--- src/rtl/lifo_stack.sv ---
// lifo_stack: parametrised last-in/first-out stack with occupancy count,
// almost-full/almost-empty thresholds and overflow/underflow error pulses.
//
// A simultaneous push and pop replaces the top word. A push and pop on an
// empty stack acts as a plain push and raises ounderflow for the rejected pop.
//
// Optional feature: define LIFO_STACK_CLEAR_EN to add the iclear input. It is a
// synchronous flush with priority over push/pop and raises no error pulses.
//
// Ports:
//   iclk           clock, rising edge
//   ireset         asynchronous active-high reset
//   iclear         synchronous flush (only with LIFO_STACK_CLEAR_EN)
//   ipush, ipop    operation request
//   iw_data        word to push
//   or_data        top-of-stack word, 0 when empty (combinational read)
//   ocount         occupancy 0..pDEPTH
//   oempty, ofull, oalmost_full, oalmost_empty   registered status flags
//   ooverflow      one-cycle pulse: push rejected (stack full)
//   ounderflow     one-cycle pulse: pop rejected (stack empty)
module lifo_stack #(
  parameter int unsigned pBITS         = 8,
  parameter int unsigned pDEPTH        = 16,
  parameter int unsigned pALMOST_FULL  = 14,
  parameter int unsigned pALMOST_EMPTY = 2
) (
  input  logic                         iclk,
  input  logic                         ireset,
`ifdef LIFO_STACK_CLEAR_EN
  input  logic                         iclear,
`endif
  input  logic                         ipush,
  input  logic                         ipop,
  input  logic [pBITS-1:0]             iw_data,
  output logic [pBITS-1:0]             or_data,
  output logic [$clog2(pDEPTH+1)-1:0]  ocount,
  output logic                         oempty,
  output logic                         ofull,
  output logic                         oalmost_full,
  output logic                         oalmost_empty,
  output logic                         ooverflow,
  output logic                         ounderflow
);

  localparam int unsigned lCntW  = $clog2(pDEPTH + 1);
  localparam int unsigned lAddrW = (pDEPTH > 1) ? $clog2(pDEPTH) : 1;

  logic [pBITS-1:0]  mem [pDEPTH];
  logic [lCntW-1:0]  count;
  logic [lCntW-1:0]  countNext;
  logic              wrEn;
  logic [lAddrW-1:0] wrAddr;
  logic [lAddrW-1:0] rdAddr;
  logic              overflowNext;
  logic              underflowNext;
  logic              isEmpty;
  logic              isFull;

  assign isEmpty = (count == '0);
  assign isFull  = (count == lCntW'(pDEPTH));

  // Next count, write strobe and error pulses for this edge.
  always_comb begin
    countNext     = count;
    wrEn          = 1'b0;
    wrAddr        = '0;
    overflowNext  = 1'b0;
    underflowNext = 1'b0;
    unique case ({ipush, ipop})
      2'b10: begin
        if (isFull) begin
          overflowNext = 1'b1;
        end else begin
          wrEn      = 1'b1;
          wrAddr    = lAddrW'(count);
          countNext = count + lCntW'(1);
        end
      end
      2'b01: begin
        if (isEmpty) begin
          underflowNext = 1'b1;
        end else begin
          countNext = count - lCntW'(1);
        end
      end
      2'b11: begin
        wrEn = 1'b1;
        if (isEmpty) begin
          // Pop half is rejected; the push half still lands in slot 0.
          wrAddr        = '0;
          countNext     = lCntW'(1);
          underflowNext = 1'b1;
        end else begin
          wrAddr = lAddrW'(count - lCntW'(1));
        end
      end
      default: ;
    endcase
`ifdef LIFO_STACK_CLEAR_EN
    if (iclear) begin
      countNext     = '0;
      wrEn          = 1'b0;
      overflowNext  = 1'b0;
      underflowNext = 1'b0;
    end
`endif
  end

  // Count and status flags, all derived from the next count.
  always_ff @(posedge iclk or posedge ireset) begin
    if (ireset) begin
      count         <= '0;
      oempty        <= 1'b1;
      ofull         <= 1'b0;
      oalmost_full  <= 1'b0;
      oalmost_empty <= 1'b1;
      ooverflow     <= 1'b0;
      ounderflow    <= 1'b0;
    end else begin
      count         <= countNext;
      oempty        <= (countNext == '0);
      ofull         <= (countNext == lCntW'(pDEPTH));
      oalmost_full  <= (countNext >= lCntW'(pALMOST_FULL));
      oalmost_empty <= (countNext <= lCntW'(pALMOST_EMPTY));
      ooverflow     <= overflowNext;
      ounderflow    <= underflowNext;
    end
  end

  // Storage array, intentionally not reset.
  always_ff @(posedge iclk) begin
    if (wrEn) begin
      mem[wrAddr] <= iw_data;
    end
  end

  assign ocount  = count;
  assign rdAddr  = lAddrW'(count - lCntW'(1));
  assign or_data = isEmpty ? '0 : mem[rdAddr];

endmodule
--- config.mk ---
export PLATFORM = sky130hd
export DESIGN_NAME = lifo_stack
export DESIGN_NICKNAME = d
export VERILOG_FILES = /design/src/rtl/lifo_stack.sv
export SDC_FILE = /design/constraint.sdc
export NUM_CORES = 1
export LEC_CHECK = 0
export BUFFER_PORTS_ARGS = -buffer_cell sky130_fd_sc_hd__buf_4
export CAP_MARGIN = 20
export CORE_MARGIN = 2
export CORE_UTILIZATION = 59
export DETAILED_ROUTE_END_ITERATION = 7
export GPL_TIMING_DRIVEN = 0
export HOLD_SLACK_MARGIN = 0.12
export PLACE_DENSITY = 0.89
export SLEW_MARGIN = 40
export SYNTH_ARGS = -nofsm -noshare
export SYNTH_HDL_FRONTEND = slang
export SYNTH_SLANG_ARGS = --single-unit
--- constraint.sdc ---
create_clock -name iclk -period 10.8 [get_ports iclk]
set_clock_uncertainty 0.2 [all_clocks]
set_input_delay 0.54 -clock iclk [delete_from_list [all_inputs] [get_ports iclk]]
set_output_delay 0.54 -clock iclk [all_outputs]
set_load 0.02 [all_outputs]
======== Yosys cells after proc, flatten, opt, wreduce, memory -nomap -nowiden ========
Memory sizes are Yosys's and may differ from the RTL's.
Cells that the tools add are included.
operators by class
  muxes and demuxes ....................... 16
  reduce and logical (&&, ||, !) cells .... 3
  equality and inequality tests ........... 5
  magnitude comparators ................... 2
  add/subtract/negate cells ............... 2
operators with widths
  cell                 number
  $mux 5               3
  $pmux 5 s3           1
  $eq 5x5->1 const B   2
  $logic_not 5->1      2
  $mux 4               2
  $mux 8               1
  $pmux 4 s2           1
  $mux 1               7
  $add 5x1->5 const B  1
  $ge 5x4->1 const B   1
  $le 5x2->1 const B   1
  $sub 5x1->5 const B  1
  $eq 2x2->1 const B   2
  $eq 2x1->1 const B   1
  $pmux 1 s2           1
  $reduce_or 2->1      1
word-level totals
  memories ................................ 1
  memory bits (writable) .................. 128
  word-level logic and storage cells ...... 36
  bits in registers ....................... 11
memory list
  memory  depth  width  rd ports  clocked after Yosys merged registers in  wr ports  line  RTL
  mem     16     8      1         0                                        1         48    logic [pBITS-1:0] mem [pDEPTH];

======== Longest topological paths before layout ========
Gate-level depths: netlist of run 1.
  word-level depth ........................ 5
  mapped depth ............................ 11

======== Worst setup path before layout of run 1 ========
OpenSTA, ideal clock, no wires.
  path type ............................... reg2reg
  from .................................... register count[0], in the netlist ocount[0]
  to ...................................... memory mem[10][0] (enable)
  period minus slack after synthesis ...... 3.535 ns
  path slack .............................. 7.265 ns
  required time ........................... 10.225 ns
  library setup time ...................... 0.375 ns
  arrival time ............................ 2.959 ns
  buffers on the path ..................... 3
  cell stages (with the launch flop) ...... 11
  path through ............................ dfrtp_1 > buf_2 > buf_2 > inv_1 > ha_1 > or4b_4 > buf_6 > ha_1 > nor4b_1 > o21ai_0 > a21oi_1
on the way
  cells in the longest elaborated chain, start to end .. 5
ends and longest elaborated chain
  item                                                 line  RTL
  from (decl)                                          49    logic [lCntW-1:0] count;
  from (signal assigned)                               120   count <= countNext;
  branches (longest 5 deep; another with $sub 5x1->5)  n/a
  to (decl)                                            48
Several ways; the timed one is not identified.

======== Worst setup path after layout of run 1 ========
  from .................................... register count[0], in the netlist ocount[0]
  to ...................................... output port or_data[4]
on the way
  cells in the longest elaborated chain, start to end .. 3
ends and longest elaborated chain
  item          line  RTL
  $sub 5x1->5   138   assign rdAddr = lAddrW'(count - lCntW'(1));
  $mem_v2 16x8  n/a
  $mux 8 (*)    139   assign or_data = isEmpty ? '0 : mem[rdAddr];
  to (decl)     35    output logic [pBITS-1:0] or_data,
Mark *: on every way between the ends. The rest lies on a longest branch, timed or not.

==> flow_metrics.tcl, run 1 <==
set metrics [dict create \
    status "finished, final reports clean" \
    power_leakage_nw 2.40 \
    cts_hold_buffers 1 \
    final_min_period_over_clock_period_pct 46.5 \
    power_frac_comb_pct 44.0 \
    synth.distinct_cells 51 \
    power.density_cell_area_mw_per_mm2 323 \
    placement.cell_area_mm2 0.00642 \
    route.detailed.drc 0 \
    post-route-worst-setup-slack_ps 5780 \
    sequential_cell_area_mm2 0.00412 \
    required_ps 10060 \
    post-synth-top-area-fraction_pct 64.1 \
    clk-insertion-delay-late_ps 520 \
    report.final.setup_viol 0 \
    cts-buffers-inserted 17 \
    place.detailed.instances 497 \
    cell_count_final_fillers_out 529 \
    grt_first_pass_wirelength_um 21100 \
    fp.coreArea_mm2 0.00982 \
    n_antenna_cell 0 \
    cts_sinks 139 \
    timing.critical_path.from_type "register" \
    critical_path.endpoint_type "primary output" \
    synth_warnings 0 \
    cts_post_setup_buffers_inserted 0 \
    detail_route.vias_per_cell 6.71 \
    clockBufferDepth 2 \
    avg_wl_per_cell_um 25.7 \
    grt_start_max_net_pins 17 \
    die_area_mm2 0.0110 \
    ir_worst_vdd_mv 0.179 \
    async_s_r_ff_share_synth_pct 7.91 \
    flops_latches_synth 139 \
    power.switching_fraction_pct 37.2 \
    clock_tree.htree_level_count 4 \
    hp-class "in -> reg" \
    gp_congestion 0.902 \
    synth_seq_area_share_pct 68.7 \
    nNetsFinal 402 \
    mappedNetlistArea_mm2 0.00600 \
    slew_worst_pin_ps 943 \
    route.vias.total 3548 \
    die_width_um 105 \
    start_util_pct 61.1 \
    critPathKind "reg -> out" \
    p_seq_share_pct 30.2 \
    worst-r2r-setup-slack_ps 6560 \
    final_area_mm2 0.00705 \
    overflow 0 \
    pre_cts_slack_ps 6430 \
    synth_largest_area_cell "edfxtp_1" \
    design.portCount 31 \
    fp-row-count 36 \
    synth.area.top_cells "edfxtp_1 64%, mux4_2 12%, dfrtp_1 3.8%" \
    postRouteWirelength_um 13600 \
    hold_depth 1 \
    chipHeight_um 105 \
    multi_input_area_mm2 0.00179 \
    cts_tree "built" \
    layout.filler_cells 602 \
    synth.avg_cell_area_um2 18.0 \
    maxCapViolCount 0 \
    fmax_mhz 199 \
    post-route-util_pct 71.8 \
    syn-instance-count 334 \
    totalNegativeSetupSlack_ps 0 \
    share_of_cells_above_drive_strength_1_pct 33.6 \
    clk_pin_slew_ps 60 \
    post_cts_resized 0 \
    worstRegToRegCells 10 \
    clock_period_minus_final_worst_setup_slack_ps 5020 \
    grt_setup_unrepaired "false" \
    dp.final_hpwl_um 7840 \
    net-switching-power_uw 847 \
    route.antenna.remaining_nets 0 \
    drt_first_iter_violations 523 \
    vias_in_the_first_global_route 3621 \
    most_frequently_used_flop_master_after_synthesis "edfxtp_1" \
    cts_root_buf "clkbuf_8" \
    edff_count_synth 128 \
    antenna_found_initial 0 \
    final-hold-violation-count 0 \
    clock_power_share_pct 25.8 \
    power.internal_mw 1.43 \
    number_of_iterations_in_the_first_detailed_routing_pass 7 \
    synthToLayoutAreaGrowth_pct 17.5 \
    place.port_buffers 30 \
    synth.net_count 352 \
    relSlewSlack_pct 36.5 \
    timing.critical_path.fanout_max 10 \
    grt_use_total_pct 26.3 \
    cp_data_arrival_time_ps 4280 \
    slew_viol_final 0 \
]
==> stage by stage <==
stage               power (mW)  hold WS, ps
finish                    2.28          134
global route              2.35          131
CTS                       2.26          124
detailed placement        1.64          363
global placement          1.61          332
floorplan                 1.35          191
==> worst max-delay path: stages, from the launching register on <==
cell,delay [ps]
dfrtp_1,450
buf_2,320
buf_2,390
inv_1,180
ha_1,310
clkbuf_1,430
clkbuf_1,630
mux4_2,430
mux2i_1,260
o22ai_1,140
buf_4,210
==> synthesized netlist by cell type, types with 3 or more instances <==
cell type / count
ha_1: 6
o21ai_0: 7
nor4_1: 5
mux4_2: 33
inv_1: 8
o22ai_1: 8
nand2b_1: 7
nand3_1: 3
dfrtp_1: 9
a21oi_1: 9
nor3b_1: 3
nor2_1: 15
buf_2: 10
and4_1: 3
nand3b_1: 3
clkbuf_1: 9
mux2i_1: 18
nand2_1: 6
o211ai_1: 4
edfxtp_1: 128
==> state kept, by name (all words and copies together) (netlist names) <==
name           flops
ocount             5
ooverflow          1
ounderflow         1
oalmost_empty      1
mem              128
oempty             1
oalmost_full       1
ofull              1
==> power groups by stage <==
stage	Clock, mW	Combinational (mW)	Sequential, mW
3_5_place_dp	0	0.947	0.696
2_1_floorplan	0	0.638	0.708
4_1_cts	0.589	0.981	0.687
6_report	0.588	1.00	0.687
3_3_place_gp	0	0.921	0.691
5_1_grt	0.612	1.05	0.692
==> routing by layer <==
layer	share of wire [%]	wire length [um]	GRT usage, %
met5	0	0	0
met4	2.4	331	10.8
met3	10	1370	7.11
met2	50	6840	40.8
met1	37	5040	35.8
==> logic make-up after synthesis <==
kind of cell	Yosys count	share of synthesized area, %
flops	139	68.7
compound gates	48	5.96
simple gates	60	6.38
mux	51	15.4
buf+inv	30	2.34
fa+ha+maj	6	1.25
==> placed cells by master, fill, tap and decap left out, types with 4 or more instances in the layout <==
| cell type | synthesis | layout |
|---|---|---|
| edfxtp_1 | 128 | 128 |
| clkbuf_1 | 9 | 9 |
| nand2_1 | 6 | 6 |
| nor4_1 | 5 | 5 |
| o22ai_1 | 8 | 8 |
| buf_4 | 0 | 30 |
| o211ai_1 | 4 | 4 |
| dfrtp_1 | 9 | 9 |
| clkbuf_16 | 0 | 16 |
| inv_1 | 8 | 8 |
| ha_1 | 6 | 6 |
| buf_2 | 10 | 10 |
| mux2i_1 | 18 | 18 |
| nand2b_1 | 7 | 7 |
| nor2_1 | 15 | 8 |
| o21ai_0 | 7 | 7 |
| mux4_2 | 33 | 33 |
| a21oi_2 | 0 | 8 |
| nor2_2 | 0 | 7 |
==> worst paths after layout <==
check                               startpoint                   end
setup / recovery           ocount[0]$_DFF_PP0_            or_data[4]
hold / removal                      iw_data[3]   mem[0][3]$_DFFE_PP_
setup reg to reg           ocount[0]$_DFF_PP0_  mem[14][0]$_DFFE_PP_
hold reg to reg            ocount[2]$_DFF_PP0_  ounderflow$_DFF_PP0_
max in group asynchronous               ireset      oempty$_DFF_PP1_
min in group asynchronous               ireset   ocount[2]$_DFF_PP0_
==> area by class of cell <==
type,instances,share of cell area [%]
multi-input cells,165,25.3
well taps,133,2.36
clock buffers,17,5.88
clock inverters,14,2.63
plain buffers,21,1.51
repair buffers,31,3.34
inverters,9,0.479
flip-flops and latches,139,58.5
(Power assumes the default switching activity.)
==> inputs of run 2 (changes only) <==
- clock period: 10.8 -> 5.1 ns (I/O delays scaled with it)
==> run 2 against run 1 <==
Sequential share of layout area decreased by 0.82 points; count of clock-buffer cells in the layout unchanged; flip-flop and latch count unchanged; first-iteration DRC count increased by 25%; via count increased by 2.9%; hold slack got worse by 5.7 ps; routed wire length increased by 1.0%; non-clock buffer count increased by 10; combinational power increased by 110%; die area unchanged; clock power increased by 110%.
==> flow_metrics.tcl, run 2 (synthesis results as in run 1) <==
set metrics [dict create \
    final_area_mm2 0.00715 \
    gp_congestion 0.902 \
    antenna_found_initial 0 \
    clock_tree.htree_level_count 4 \
    clockBufferDepth 2 \
    largest-register "mem" \
    cp_top_family "buffers and inverters" \
    critical_path.endpoint_type "primary output" \
    placement.cell_area_mm2 0.00642 \
    timing.critical_path.fanout_max 10 \
    multi_input_area_mm2 0.00179 \
    slew_worst_pin_ps 857 \
    cts_root_buf "clkbuf_8" \
    grt_start_max_net_pins 17 \
    share_of_cells_above_drive_strength_1_pct 32.8 \
    n_antenna_cell 0 \
    worst-r2r-setup-slack_ps 900 \
    crit_path_top_delay_cell "clkbuf_1" \
    grt_setup_unrepaired "false" \
    maxCapViolCount 0 \
    overflow 0 \
    report.final.setup_viol 0 \
    layout.filler_cells 587 \
    critPathBufInv 6 \
    detail_route.vias_per_cell 6.77 \
    ir_worst_vdd_mv 0.378 \
    hold_ws_ps 128 \
    grt_first_pass_wirelength_um 21200 \
    final_min_period_over_clock_period_pct 93.1 \
    cp_data_arrival_time_ps 4290 \
    chipHeight_um 105 \
    power.density_cell_area_mw_per_mm2 675 \
    die_width_um 105 \
    largest_register_ff_count 128 \
    max_stage_delay_ps 640 \
    cts_sinks 139 \
    avg_wl_per_cell_um 25.5 \
    start_util_pct 61.1 \
    cts_tree "built" \
    clock_period_minus_final_worst_setup_slack_ps 4750 \
    final-hold-violation-count 0 \
    nNetsFinal 412 \
    die_area_mm2 0.0110 \
    synthToLayoutAreaGrowth_pct 19.1 \
    highest_count_cells_in_the_layout_ignoring_fill_and_taps "128 x edfxtp_1, 33 x mux4_2, 30 x buf_4, 18 x mux2i_1, 16 x clkbuf_16" \
    worstPathCellList "buf_2 -> buf_2 -> inv_1 -> ha_1 -> clkbuf_1 -> clkbuf_1 -> mux4_2 -> mux2i_1 -> o22ai_1 -> buf_4" \
    sequential_cell_area_mm2 0.00412 \
    power_leakage_nw 2.44 \
    route.detailed.drc 0 \
    route.vias.total 3651 \
    required_ps 4640 \
    route.antenna.remaining_nets 0 \
    cts_post_setup_buffers_inserted 0 \
    design.portCount 31 \
    mostFrequentLayoutCell "edfxtp_1" \
    dp.final_hpwl_um 7840 \
    hp-class "in -> reg" \
    postRouteWirelength_um 13700 \
    critPathKind "reg -> out" \
    timing.critical_path.from_type "register" \
    grt_use_total_pct 26.4 \
    fp.coreArea_mm2 0.00982 \
    status "finished, final reports clean" \
    fp-row-count 36 \
    cts-buffers-inserted 17 \
    clk_pin_slew_ps 60 \
    number_of_iterations_in_the_first_detailed_routing_pass 8 \
    slew_viol_final 0 \
    relSlewSlack_pct 42.3 \
    place.port_buffers 30 \
    vias_in_the_first_global_route 3673 \
    totalNegativeSetupSlack_ps 0 \
    clk-insertion-delay-late_ps 520 \
    drt_first_iter_violations 652 \
    fmax_mhz 211 \
]
[run 2: routing by layer]
metal / global-route usage [%] / routed length, um
met4: 10.5 / 447
met3: 7.05 / 1370
met5: 0 / 0
met1: 35.8 / 5170
met2: 41.3 / 6730
[run 2: final timing paths]
check,depth (start not counted),startpoint,to
max,10,ocount[0]$_DFF_PP0_,or_data[4]
min,4,ipush,ocount[3]$_DFF_PP0_
max reg2reg,10,ocount[0]$_DFF_PP0_,mem[14][0]$_DFFE_PP_
min reg2reg,3,ocount[2]$_DFF_PP0_,ounderflow$_DFF_PP0_
max in group asynchronous,4,ireset,oempty$_DFF_PP1_
min in group asynchronous,4,ireset,ocount[2]$_DFF_PP0_
[run 2: worst register-to-register path, stage by stage (launching register included)]
cell	delay [ps]
dfrtp_1	450
buf_2	250
buf_2	270
inv_1	180
ha_1	290
or4b_4	490
buf_6	160
ha_1	250
nor4b_1	350
o21ai_0	380
a21oi_2	580
[run 2: where the power goes]
| group | internal, mW | total, mW | leakage (nW) | switching, mW |
|---|---|---|---|---|
| Clock | 0.754 | 1.25 | 0.289 | 0.492 |
| Sequential | 1.40 | 1.45 | 1.29 | 0.0511 |
| Combinational | 0.872 | 2.12 | 0.861 | 1.25 |
[run 2: what timing repair did]
item | CTS | global route
resized for setup | 0 | 0
endpoints found under the setup margin | 0 | 0
hold buffers | 11 | 0
endpoints found under the hold margin | 144 | 0
[run 2: final cells by class]
cell class                      instances  share of cell area, %
Timing Repair Buffer                   41                   4.69
Sequential cell                       139                   57.6
Clock inverter                         14                   2.59
Clock buffer                           17                   5.79
Inverter                                9                  0.473
Tap cell                              133                   2.33
Multi-Input combinational cell        165                   25.0
Buffer                                 21                   1.49
[run 2: metrics by stage]
stage	util (%)	setup WS [ps]	instances	power [mW]
6_report	72.8	353	539	4.82
5_1_grt	72.8	157	539	4.98
4_1_cts	72.6	390	539	4.79
3_5_place_dp	65.4	961	497	3.48
3_3_place_gp	65.1	969	497	3.41
2_1_floorplan	-	1570	334	2.85
==> inputs of run 3 (changes only) <==
- ABC_AREA: default -> 1
==> run 3 against run 2 <==
Count of clock-buffer cells in the layout up 1; largest power group unchanged; hold slack better by 230 ps; utilization down 0.32 points; total power up 2.7%; critical path depth up 5.
==> flow_metrics.tcl, run 3 <==
set metrics [dict create \
    hold_depth 4 \
    grt_start_max_net_pins 17 \
    post_cts_resized 0 \
    detail_route.vias_per_cell 6.23 \
    synth.distinct_cells 33 \
    drt_first_iter_violations 763 \
    power_leakage_nw 2.75 \
    timing.critical_path.fanout_max 13 \
    antenna_found_initial 0 \
    synth.most_common_cell "edfxtp_1" \
    cts_root_buf "clkbuf_8" \
    n_antenna_cell 0 \
    cts-buffers-inserted 17 \
    clk_pin_slew_ps 60 \
    power.density_cell_area_mw_per_mm2 693 \
    cp_data_arrival_time_ps 3510 \
    clock_tree.htree_level_count 4 \
    fmax_mhz 252 \
    status "finished, final reports clean" \
    reg2reg_from "ocount[0]$_DFF_PP0_" \
    relSlewSlack_pct 41.9 \
    overflow 0 \
    length_of_routed_met3_wiring_um 2090 \
    post-layout-total-power_mw 4.95 \
    final-hold-violation-count 0 \
    report.final.setup_viol 0 \
    gp_congestion 0.968 \
    timing.critical_path.from_type "register" \
    design.portCount 31 \
    totalNegativeSetupSlack_ps 0 \
    nNetsFinal 613 \
    synth.avg_cell_area_um2 11.3 \
    synth_top_cells_by_count "128 x edfxtp_1, 106 x nand2_1, 63 x nor2_1" \
    synth_warnings 0 \
    start_util_pct 61.4 \
    layout.filler_cells 608 \
    sequential_cell_area_mm2 0.00412 \
    wl_met1_um 5360 \
    synth.net_count 552 \
    syn-instance-count 534 \
    clockBufferDepth 2 \
    worstHoldStart "ipop" \
    clk-insertion-delay-late_ps 540 \
    share_of_cells_above_drive_strength_1_pct 19.7 \
    cts_sinks 139 \
    hold_ws_ps 354 \
    maxCapViolCount 0 \
    avg_wl_per_cell_um 21.3 \
    largest-register "mem" \
    most_frequently_used_flop_master_after_synthesis "edfxtp_1" \
    synthToLayoutAreaGrowth_pct 18.1 \
    hp-class "in -> reg" \
    mappedNetlistArea_mm2 0.00605 \
    route.detailed.drc 0 \
    multi_input_area_mm2 0.00168 \
    vias_in_the_first_global_route 4531 \
    clock_period_minus_final_worst_setup_slack_ps 3960 \
    fp-row-count 36 \
    post-synth-top-area-fraction_pct 63.5 \
    route.antenna.remaining_nets 0 \
    slew_viol_final 0 \
    number_of_iterations_in_the_first_detailed_routing_pass 6 \
    largest_register_ff_count 128 \
    place.port_buffers 30 \
    synth_seq_area_share_pct 68.1 \
    critical_path.endpoint_type "primary output" \
    place.detailed.instances 697 \
    synth.area.top_cells "edfxtp_1 63%, nand2_1 6.6%, nand3_1 4.9%" \
    fp.coreArea_mm2 0.00986 \
    routed-wl-met2_um 7530 \
    postRouteWirelength_um 15800 \
    chipHeight_um 105 \
    flops_latches_synth 139 \
    route.vias.total 4614 \
    cts_tree "built" \
    dp.final_hpwl_um 9610 \
    top_layer "met4" \
    die_width_um 105 \
    cell_count_final_fillers_out 741 \
    async_s_r_ff_share_synth_pct 7.91 \
    required_ps 4640 \
    critPathKind "reg -> out" \
    synth_largest_area_cell "edfxtp_1" \
    grt_first_pass_wirelength_um 24300 \
    worstRegToRegCells 12 \
    slew_worst_pin_ps 868 \
    highest_count_cells_in_the_layout_ignoring_fill_and_taps "128 x edfxtp_1, 106 x nand2_1, 59 x nand3_1, 58 x nor2_1, 34 x buf_4" \
    grt_use_total_pct 29.9 \
    whs_endpoint "ounderflow$_DFF_PP0_" \
    die_area_mm2 0.0111 \
    edff_count_synth 128 \
    worst_r2r_endpoint "mem[10][2]$_DFFE_PP_" \
    ir_worst_vdd_mv 0.494 \
    worst-r2r-setup-slack_ps 1300 \
    mostFrequentLayoutCell "edfxtp_1" \
    final_min_period_over_clock_period_pct 77.7 \
    post-route-util_pct 72.5 \
    grt_setup_unrepaired "false" \
]
-- run 3: cell count changes after synthesis, moves of 11 or more --
cell	previous run	this run
mux2i_1	18	0
nor2_1	15	63
inv_2	0	11
inv_1	8	24
nand2_1	6	106
mux4_2	33	0
o21ai_0	7	21
nand3_1	3	59
-- run 3: worst max-delay path by stage --
stage	start	to	slack, ps	cells past startpoint
6_report	ocount[0]$_DFF_PP0_	or_data[3]	1140	15
5_1_grt	ocount[0]$_DFF_PP0_	or_data[2]	990	15
4_1_cts	ocount[0]$_DFF_PP0_	or_data[2]	1220	15
3_5_place_dp	ocount[0]$_DFF_PP0_	mem[11][2]$_DFFE_PP_	1410	12
3_3_place_gp	ocount[0]$_DFF_PP0_	mem[11][2]$_DFFE_PP_	1450	12
2_1_floorplan	ocount[0]$_DFF_PP0_	mem[10][0]$_DFFE_PP_	2090	12
-- run 3: logic make-up after synthesis --
logic type / after synthesis / synth area share, %
AND/OR/NAND/NOR: 257 / 18.8
adder cells (fa/ha/maj): 6 / 1.24
buffers and inverters: 60 / 4.42
flip-flops: 139 / 68.1
XOR/XNOR: 1 / 0.455
AO/OA/AOI/OAI: 71 / 7.05
-- run 3: worst max-delay path, cell delays in order (launching register included) --
cell	delay, ps
dfrtp_1	430
buf_2	180
inv_2	70
buf_4	170
buf_2	320
ha_1	290
buf_2	160
inv_2	170
buf_2	290
a21oi_1	80
a22oi_1	240
nand2_1	90
nand3_1	190
nand2_1	90
inv_1	60
buf_4	130
-- run 3: final cells by class --
class / count / share of cell area (%)
Timing Repair Buffer: 42 / 4.83
Buffer: 25 / 1.91
Tap cell: 133 / 2.33
Inverter: 35 / 1.84
Sequential cell: 139 / 57.6
Multi-Input combinational cell: 335 / 23.5
Clock buffer: 18 / 5.84
Clock inverter: 14 / 2.15
-- run 3: timing repair --
item | 4_1_cts | 5_1_grt
setup buffers | 0 | 0
hold buffers | 12 | 0
hold endpoints to repair | 150 | 0
-- run 3: stage by stage --
step | instance area (um^2) | setup WS [ps]
floorplan | 6050 | 2090
global placement | 6450 | 1450
detailed placement | 6450 | 1410
CTS | 7140 | 1220
global route | 7150 | 989
finish | 7150 | 1140
-- run 3: power by group --
part	internal [mW]	leakage (nW)	switching (mW)
logic	0.722	1.18	1.61
registers	1.38	1.30	0.0505
clock network	0.736	0.277	0.460
-- run 3: per-layer routing --
layer | up-vias | GRT usage, %
met4 | 0 | 13.8
li1 | 1992 | -
met5 | - | 0
met3 | 75 | 10.8
met2 | 401 | 47.3
met1 | 2146 | 36.8
